$ cat src/rtl/control_ciclo.sv
// control_ciclo: phase sequencer for the ciclo_master cycle counter.
// Holds a small duration table and steps ciclo_master through it.
module control_ciclo #(
    parameter int N_FASES = 4,
    parameter int ANCHO   = 6,
    parameter int TIEMPO  = 32
) (
    input  logic                      clk,
    input  logic                      reset,
    input  logic                      start,
    input  logic                      stop,
    input  logic                      repetir,
    input  logic [1:0]                num_fases,
    input  logic                      cfg_we,
    input  logic [1:0]                cfg_addr,
    input  logic [ANCHO-1:0]          cfg_data,
    input  logic [ANCHO-1:0]          ciclo,
    input  logic [$clog2(TIEMPO)-1:0] cuenta,
    output logic                      EN_ciclo,
    output logic [ANCHO-1:0]          duracion,
    output logic [1:0]                fase,
    output logic                      busy,
    output logic                      tick_fase,
    output logic                      done,
    output logic                      error
);

    localparam int CW = $clog2(TIEMPO);
    localparam logic [CW-1:0] CUENTA_FIN = CW'(TIEMPO - 1);

    typedef enum logic [1:0] {
        IDLE   = 2'd0,
        CORRER = 2'd1,
        FIN    = 2'd2
    } estado_t;

    estado_t          estado_q;
    logic [ANCHO-1:0] tabla_q [N_FASES];

    logic             en_q;
    logic [ANCHO-1:0] dur_q;
    logic [1:0]       fase_q;
    logic [1:0]       nfl_q;
    logic             busy_q;
    logic             tick_q;
    logic             done_q;
    logic             error_q;

    logic             wr_ok;
    logic             tabla_ok;
    logic             fin_fase;
    logic             ultima;
    logic             pide_start;
    logic [1:0]       fase_d;
    logic [ANCHO-1:0] dur_d;
    logic [ANCHO-1:0] dur_fin;

    // Table writes are only accepted while the sequencer is idle.
    assign wr_ok = cfg_we && (estado_q == IDLE);

    // A start is considered only when no abort arrives alongside it.
    assign pide_start = start && !stop;

    // Last ciclo value of the active phase; duration is never zero here.
    assign dur_fin = dur_q - ANCHO'(1);

    // End of phase coincides with ciclo_master wrapping ciclo back to 0.
    assign fin_fase = en_q
                   && (cuenta == CUENTA_FIN)
                   && (ciclo == dur_fin);

    assign ultima = (fase_q == nfl_q);
    assign fase_d = fase_q + 2'd1;
    assign dur_d  = tabla_q[fase_d];

    // Every entry from 0 up to the requested last phase must be nonzero.
    always_comb begin
        tabla_ok = 1'b1;
        for (int i = 0; i < N_FASES; i++) begin
            if ((i <= int'(num_fases)) && (tabla_q[i] == '0)) begin
                tabla_ok = 1'b0;
            end
        end
    end

    // Duration table; cleared by reset, written only from IDLE.
    always_ff @(posedge clk or posedge reset) begin
        if (reset) begin
            for (int i = 0; i < N_FASES; i++) begin
                tabla_q[i] <= '0;
            end
        end else if (wr_ok) begin
            tabla_q[cfg_addr] <= cfg_data;
        end
    end

    // Sequencer FSM with all outputs registered.
    always_ff @(posedge clk or posedge reset) begin
        if (reset) begin
            estado_q <= IDLE;
            en_q     <= 1'b0;
            dur_q    <= '0;
            fase_q   <= 2'd0;
            nfl_q    <= 2'd0;
            busy_q   <= 1'b0;
            tick_q   <= 1'b0;
            done_q   <= 1'b0;
            error_q  <= 1'b0;
        end else begin
            tick_q <= 1'b0;
            done_q <= 1'b0;
            if (stop && (estado_q != IDLE)) begin
                estado_q <= IDLE;
                en_q     <= 1'b0;
                busy_q   <= 1'b0;
                fase_q   <= 2'd0;
            end else begin
                case (estado_q)
                    IDLE: begin
                        if (pide_start) begin
                            if (tabla_ok) begin
                                estado_q <= CORRER;
                                nfl_q    <= num_fases;
                                dur_q    <= tabla_q[0];
                                fase_q   <= 2'd0;
                                en_q     <= 1'b1;
                                busy_q   <= 1'b1;
                                error_q  <= 1'b0;
                            end else begin
                                error_q <= 1'b1;
                            end
                        end else if (wr_ok) begin
                            error_q <= 1'b0;
                        end
                    end
                    CORRER: begin
                        if (fin_fase) begin
                            tick_q <= 1'b1;
                            if (!ultima) begin
                                fase_q <= fase_d;
                                dur_q  <= dur_d;
                            end else if (repetir) begin
                                fase_q <= 2'd0;
                                dur_q  <= tabla_q[0];
                            end else begin
                                en_q     <= 1'b0;
                                estado_q <= FIN;
                            end
                        end
                    end
                    FIN: begin
                        // First FIN cycle raises done; the next returns to IDLE.
                        if (!done_q) begin
                            done_q <= 1'b1;
                            busy_q <= 1'b0;
                        end else begin
                            estado_q <= IDLE;
                        end
                    end
                    default: begin
                        estado_q <= IDLE;
                    end
                endcase
            end
        end
    end

    assign EN_ciclo  = en_q;
    assign duracion  = dur_q;
    assign fase      = fase_q;
    assign busy      = busy_q;
    assign tick_fase = tick_q;
    assign done      = done_q;
    assign error     = error_q;

endmodule

$ cat config.mk
export PLATFORM = sky130hd
export DESIGN_NAME = control_ciclo
export DESIGN_NICKNAME = d
export VERILOG_FILES = /design/src/rtl/control_ciclo.sv
export SDC_FILE = /design/constraint.sdc
export NUM_CORES = 1
export LEC_CHECK = 0
export ABC_AREA = 1
export CAP_MARGIN = 0
export CORE_ASPECT_RATIO = 1.5
export CORE_UTILIZATION = 35
export CTS_CLUSTER_DIAMETER = 120
export DETAILED_ROUTE_END_ITERATION = 16
export GPL_TIMING_DRIVEN = 0
export MAX_ROUTING_LAYER = met4
export SYNTH_ARGS = -nofsm -noshare
export SYNTH_HDL_FRONTEND = slang
export SYNTH_SLANG_ARGS = --single-unit
$ cat constraint.sdc
create_clock -name clk -period 2.41 [get_ports clk]
set_clock_uncertainty 0.15 [all_clocks]
set_input_delay 0.482 -clock clk [delete_from_list [all_inputs] [get_ports clk]]
set_output_delay 0.482 -clock clk [all_outputs]
set_load 0.01 [all_outputs]
Yosys cells after proc, flatten, opt, wreduce, memory -nomap -nowiden
Index checks and enable logic that the tools add are counted.
- bitwise logic cells: 3
- $add $sub $neg: 2
- equality and inequality tests: 17
- magnitude comparators: 6
- reduce and logical (&&, ||, !) cells: 27
- muxes and demuxes: 50
- operators by type and width (kind ; count):
    6-bit 2-to-1 mux ; 8
    2-bit 2-to-1 mux ; 13
    24-bit bitwise mux ; 1
    6-bit zero test ; 4
    1-bit 2-to-1 mux ; 21
    3-bit != test (second input constant) ; 6
    6-bit AND reduction ; 3
    6-bit binary-select mux with 2-bit select ; 1
    6-bit demux with 2-bit select ; 1
    6-bit case mux with 2 select lines ; 1
    1-bit logical AND ; 9
    4-bit AND reduction ; 2
    6-bit equality test ; 1
    3-bit greater-or-equal comparator (second input constant) ; 2
    2-bit != test (second input constant) ; 3
    3-bit by 2-bit != test with 1-bit output (second input constant) ; 2
    2-bit inverter with 3-bit output ; 2
    2-bit case mux with 3 select lines ; 1
    2-bit nonzero test ; 3
    3-bit nonzero test ; 2
    6-bit by 1-bit subtractor with 6-bit output (second input constant) ; 1
    5-bit equality test (second input constant) ; 1
    5-bit AND reduction ; 1
    2-bit less-or-equal comparator (first input constant) ; 2
    13 further kinds ; 14
- output and inout bits: 13
- register bits after elaboration: 41
- input port bits: 27
- logic and storage cells: 118

Longest topological paths before layout
- word-level depth: 9
- depth in mapped cells: 14
- gate-level depth less buffers: 14

Least setup slack after synthesis
OpenSTA, ideal clock, no wires.
- path type: register to register
- start: register dur_q[0] (netlist: duracion[0])
- end: register dur_q[3] (netlist: duracion[3])
- stages on the path, launching flop included: 13
- library setup time: 0.117 ns
- data arrival time: 1.560 ns
- setup slack: 0.583 ns
- cells stage by stage: dfrtp_1 > inv_1 > ha_1 > nand2_1 > nand3_1 > nor2_1 > nand2_1 > nor2_2 > nand3_2 > nand2_4 > nand2_4 > nand2_1 > nand2_1
- cells in the longest elaborated chain, start to end: 5
- ends and longest elaborated chain (element ; RTL line ; text):
    start: declaration ; 41 ; logic [ANCHO-1:0] dur_q;
    start signal: assignment ; 124 ; dur_q <= tabla_q[0];
    start signal: assignment ; 141 ; dur_q <= dur_d;
    start signal: assignment ; 144 ; dur_q <= tabla_q[0];
    6-bit by 1-bit subtractor with 6-bit output ; 65 ; assign dur_fin = dur_q - ANCHO'(1);
    6-bit equality test ; 70 ; && (ciclo == dur_fin);
    1-bit logical AND ; 70 ;
    2-bit != test (no source line) ; n/a ;
    6-bit AND reduction (no source line) ; n/a ;
Every way passes these cells.
A chain may end at the register's enable or synchronous reset.

Worst setup path after layout
- start: input stop
- end: register dur_q[2] (netlist: duracion[2])
- cells in the longest elaborated chain, start to end: 4
- elaborated cells between the ends (all ways): 6
- ends and longest elaborated chain (element ; RTL line ; text):
    start: declaration ; 11 ; input logic stop,
    1-bit zero test ; 62 ; assign pide_start = start && !stop;
    1-bit logical AND ; 62 ;
    2-bit != test (no source line) ; n/a ;
    6-bit AND reduction (no source line) * ; n/a ;
Every way passes the cells marked *; elsewhere a longest branch is shown, timed or not.

==> summary.md <==
| Metric | Value |
|---|---|
| Status | `finished clean` |
| Layout area overhead | `24.8%` |
| Diodes inserted | `0` |
| Share of the synthesized area in the top cell type | `0.457` |
| CTS clk-pin slew, worst paths | `0.07 ns` |
| Drc violations | `0` |
| Gr ovfl total | `0` |
| # nets final | `384` |
| Final count of negative-setup-slack endpoints | `0` |
| Reg2Reg Depth | `12` |
| Fmax | `0.485 GHz` |
| Net Switching | `1.36 mW` |
| Unrepaired setup endpoints after global routing | `no` |
| Combinational share of power | `0.469` |
| Minimum clock period | `2.06 ns` |
| Initial Utilization | `0.364` |
| Vias | `2060` |
| Gp weighted congestion | `0.848` |
| Clk_lat worst skew | `0.30 ns` |
| Post-Synthesis Cell Area | `0.00224 mm^2` |
| Synth warn | `0` |
| First-pass GRT wire length | `8.65 mm` |
| Worst Path Max Fanout | `7` |
| Vias in the first global route | `1914` |
| Hold/Removal Path Class | `register to register` |
| Router iterations before antenna repair | `4` |
| Critical Path AT | `2.10 ns` |
| Max IR drop VDD | `0.471 mV` |
| Sequential share of power | `0.398` |
| Placed cells | `423` |
| Clock share of power | `0.133` |
| Post-Syn Nets | `338` |
| Final std cells w/o fill | `429` |
| Critical Path End | `duracion[2]` |
| Routed length per instance | `12.2 um` |
| Synthesis-stage register bit count | `41` |
| CP Capture Type | `register` |
| GR Util All Layers | `0.177` |
| Worst r2r dst | `duracion[2]` |
| Die X | `67.4 um` |
| Slew Viols, Final | `0` |
| Setup crit start | `stop` |
| DP Wirelength | `4.02 mm` |
| Endpoints failing hold | `0` |
| Flop2flop setup slack | `0.42 ns` |
| CTS Root Cell | `clkbuf_8` |
| Slew HR | `0.438` |
| Top Ports | `40` |
| Layout Utilization | `0.454` |
| Most frequent cells in the layout | `nand2_1 (102), dfrtp_1 (41), clkdlybuf4s50_1 (39)` |
| Area of the die | `0.00674 mm^2` |
| Area leader, netlist | `dfrtp_1` |
| Sequential share of the synthesized area | `0.457` |
| CTS H-Tree Depth | `2` |
| Slew @ Worst Pin | `0.842 ns` |
| Num CTS Buffers | `5` |
| Largest cells by area after synthesis | `dfrtp_1 (46%), nand2_1 (17%), o21ai_0 (8.5%)` |
| PortBufs | `39` |
| Drt via density | `4.80` |
| MaxCap Viol Count | `0` |
| WL final | `5.21 mm` |
| Largest net degree at the start of global routing | `42` |
| Final Instance Area | `0.00280 mm^2` |
| Cell Pwr Density | `1130 mW/mm^2` |
| # hold bufs at CTS | `0` |
| Layout cell share with drive strength beyond 1 | `0.0620` |
| Crit Path Class | `input port to register` |
| Critical Path Source Type | `input port` |
| Mapped Cells | `310` |
| Clock Sinks | `41` |
| Post-CTS sizing | `0` |
| TritonCTS clock tree | `yes` |
| Iter 0 DRT Violations | `61` |
| Antenna violations before repair | `0` |
| FF-to-FF Start | `duracion[0]` |
| Sw frac | `0.429` |
| CP required | `2.45 ns` |
| Fin crit share | `0.856` |
| P_leak | `1.41 nW` |
| Most common cell after layout, fill and taps aside | `nand2_1` |
| Row count | `35` |
| Core area | `0.00617 mm^2` |
| Int Power | `1.81 mW` |
| Synth unique cells | `26` |
| Antenna viol nets, final | `0` |
| Chip height | `100 um` |
| Syn Area/Cell | `7.24 um^2` |
| Dpl cell area | `0.00273 mm^2` |
| WHS Path Cells | `2` |
| Post-CTS Setup Bufs | `0` |
| Clock Path Buffers | `2` |
## per-layer routing
layer | track usage | wire length [um]
met5 | - | 0
met4 | 0.0753 | 125
met2 | 0.305 | 2720
met1 | 0.194 | 2200
met3 | 0.0318 | 169
## per-stage QoR
stage               hold slack [ns]  TNS [ns]  worst slack (ns)  power (mW)
floorplan                     0.303         0             0.583        2.28
finish                        0.342         0             0.347        3.17
global route                  0.350         0             0.177        3.47
CTS                           0.345         0             0.337        3.19
detailed placement            0.327         0            0.0359        2.76
global placement              0.319     -3.34           -0.0831        2.73
## Yosys cell counts
master and number:
o21ai_1 1, a21oi_1 1, ha_1 1, and3_1 1, nor2_1 33, o21a_1 1, xor2_1 1, nand2_4 2
nand3_2 2, dfrtp_1 41, nor3_1 2, clkbuf_1 4, inv_2 3, o21ai_0 38, o22ai_1 8, nand3_1 22
buf_4 2, xnor2_1 2, a21oi_4 1, nand2_2 1, inv_1 36, nand2_1 102, xor2_2 1, nor2_2 2
nor2_4 1, nand3b_1 1
## state kept, by name, summed over array words and instances (netlist names)
signal / flops
error: 1
nfl_q: 2
EN_ciclo: 1
tabla_q: 24
done: 1
fase: 2
estado_q: 2
busy: 1
duracion: 6
tick_fase: 1
## cell type report
cell class,count,area (um^2)
fillers,652,3370
multi-input cells,224,1040
flip-flops and latches,41,1030
repair buffers,39,390
inverters,39,146
well taps,74,92.6
clock buffers,5,68.8
plain buffers,6,30.0
clock inverters,1,5.00
## worst min-delay path by stage
stage                startpoint          end  slack, ns
CTS                 tabla_q[18]  tabla_q[18]       0.35
floorplan           tabla_q[14]  tabla_q[14]       0.30
global route        tabla_q[20]  tabla_q[20]       0.35
global placement    tabla_q[15]  tabla_q[15]       0.32
detailed placement  tabla_q[18]  tabla_q[18]       0.33
finish              tabla_q[20]  tabla_q[20]       0.34
## logic make-up after synthesis
logic type               count (synthesis)  synth area share
AND/OR/NAND/NOR                        169             0.318
AO/OA/AOI/OAI                           50             0.122
buffers and inverters                   45            0.0786
flip-flops                              41             0.457
XOR/XNOR                                 4            0.0190
adder cells (fa/ha/maj)                  1           0.00557
## power by group through the flow
| stage | clock network, mW | logic, mW | registers [mW] |
|---|---|---|---|
| 3_3_place_gp | 0 | 1.47 | 1.26 |
| 3_5_place_dp | 0 | 1.50 | 1.26 |
| 4_1_cts | 0.436 | 1.50 | 1.25 |
| 2_1_floorplan | 0 | 1.05 | 1.23 |
| 5_1_grt | 0.467 | 1.72 | 1.29 |
| 6_report | 0.421 | 1.49 | 1.26 |
## worst max-delay path, stage by stage
cell and delay, ns:
clkdlybuf4s50_1 0.47, inv_1 0.12, nand2_1 0.07, nor3_1 0.33, nor2_1 0.13, a21oi_4 0.26
nand2_4 0.11, nand2_1 0.07, nand2_1 0.05
Note: power is estimated with default switching activity, not from simulation.
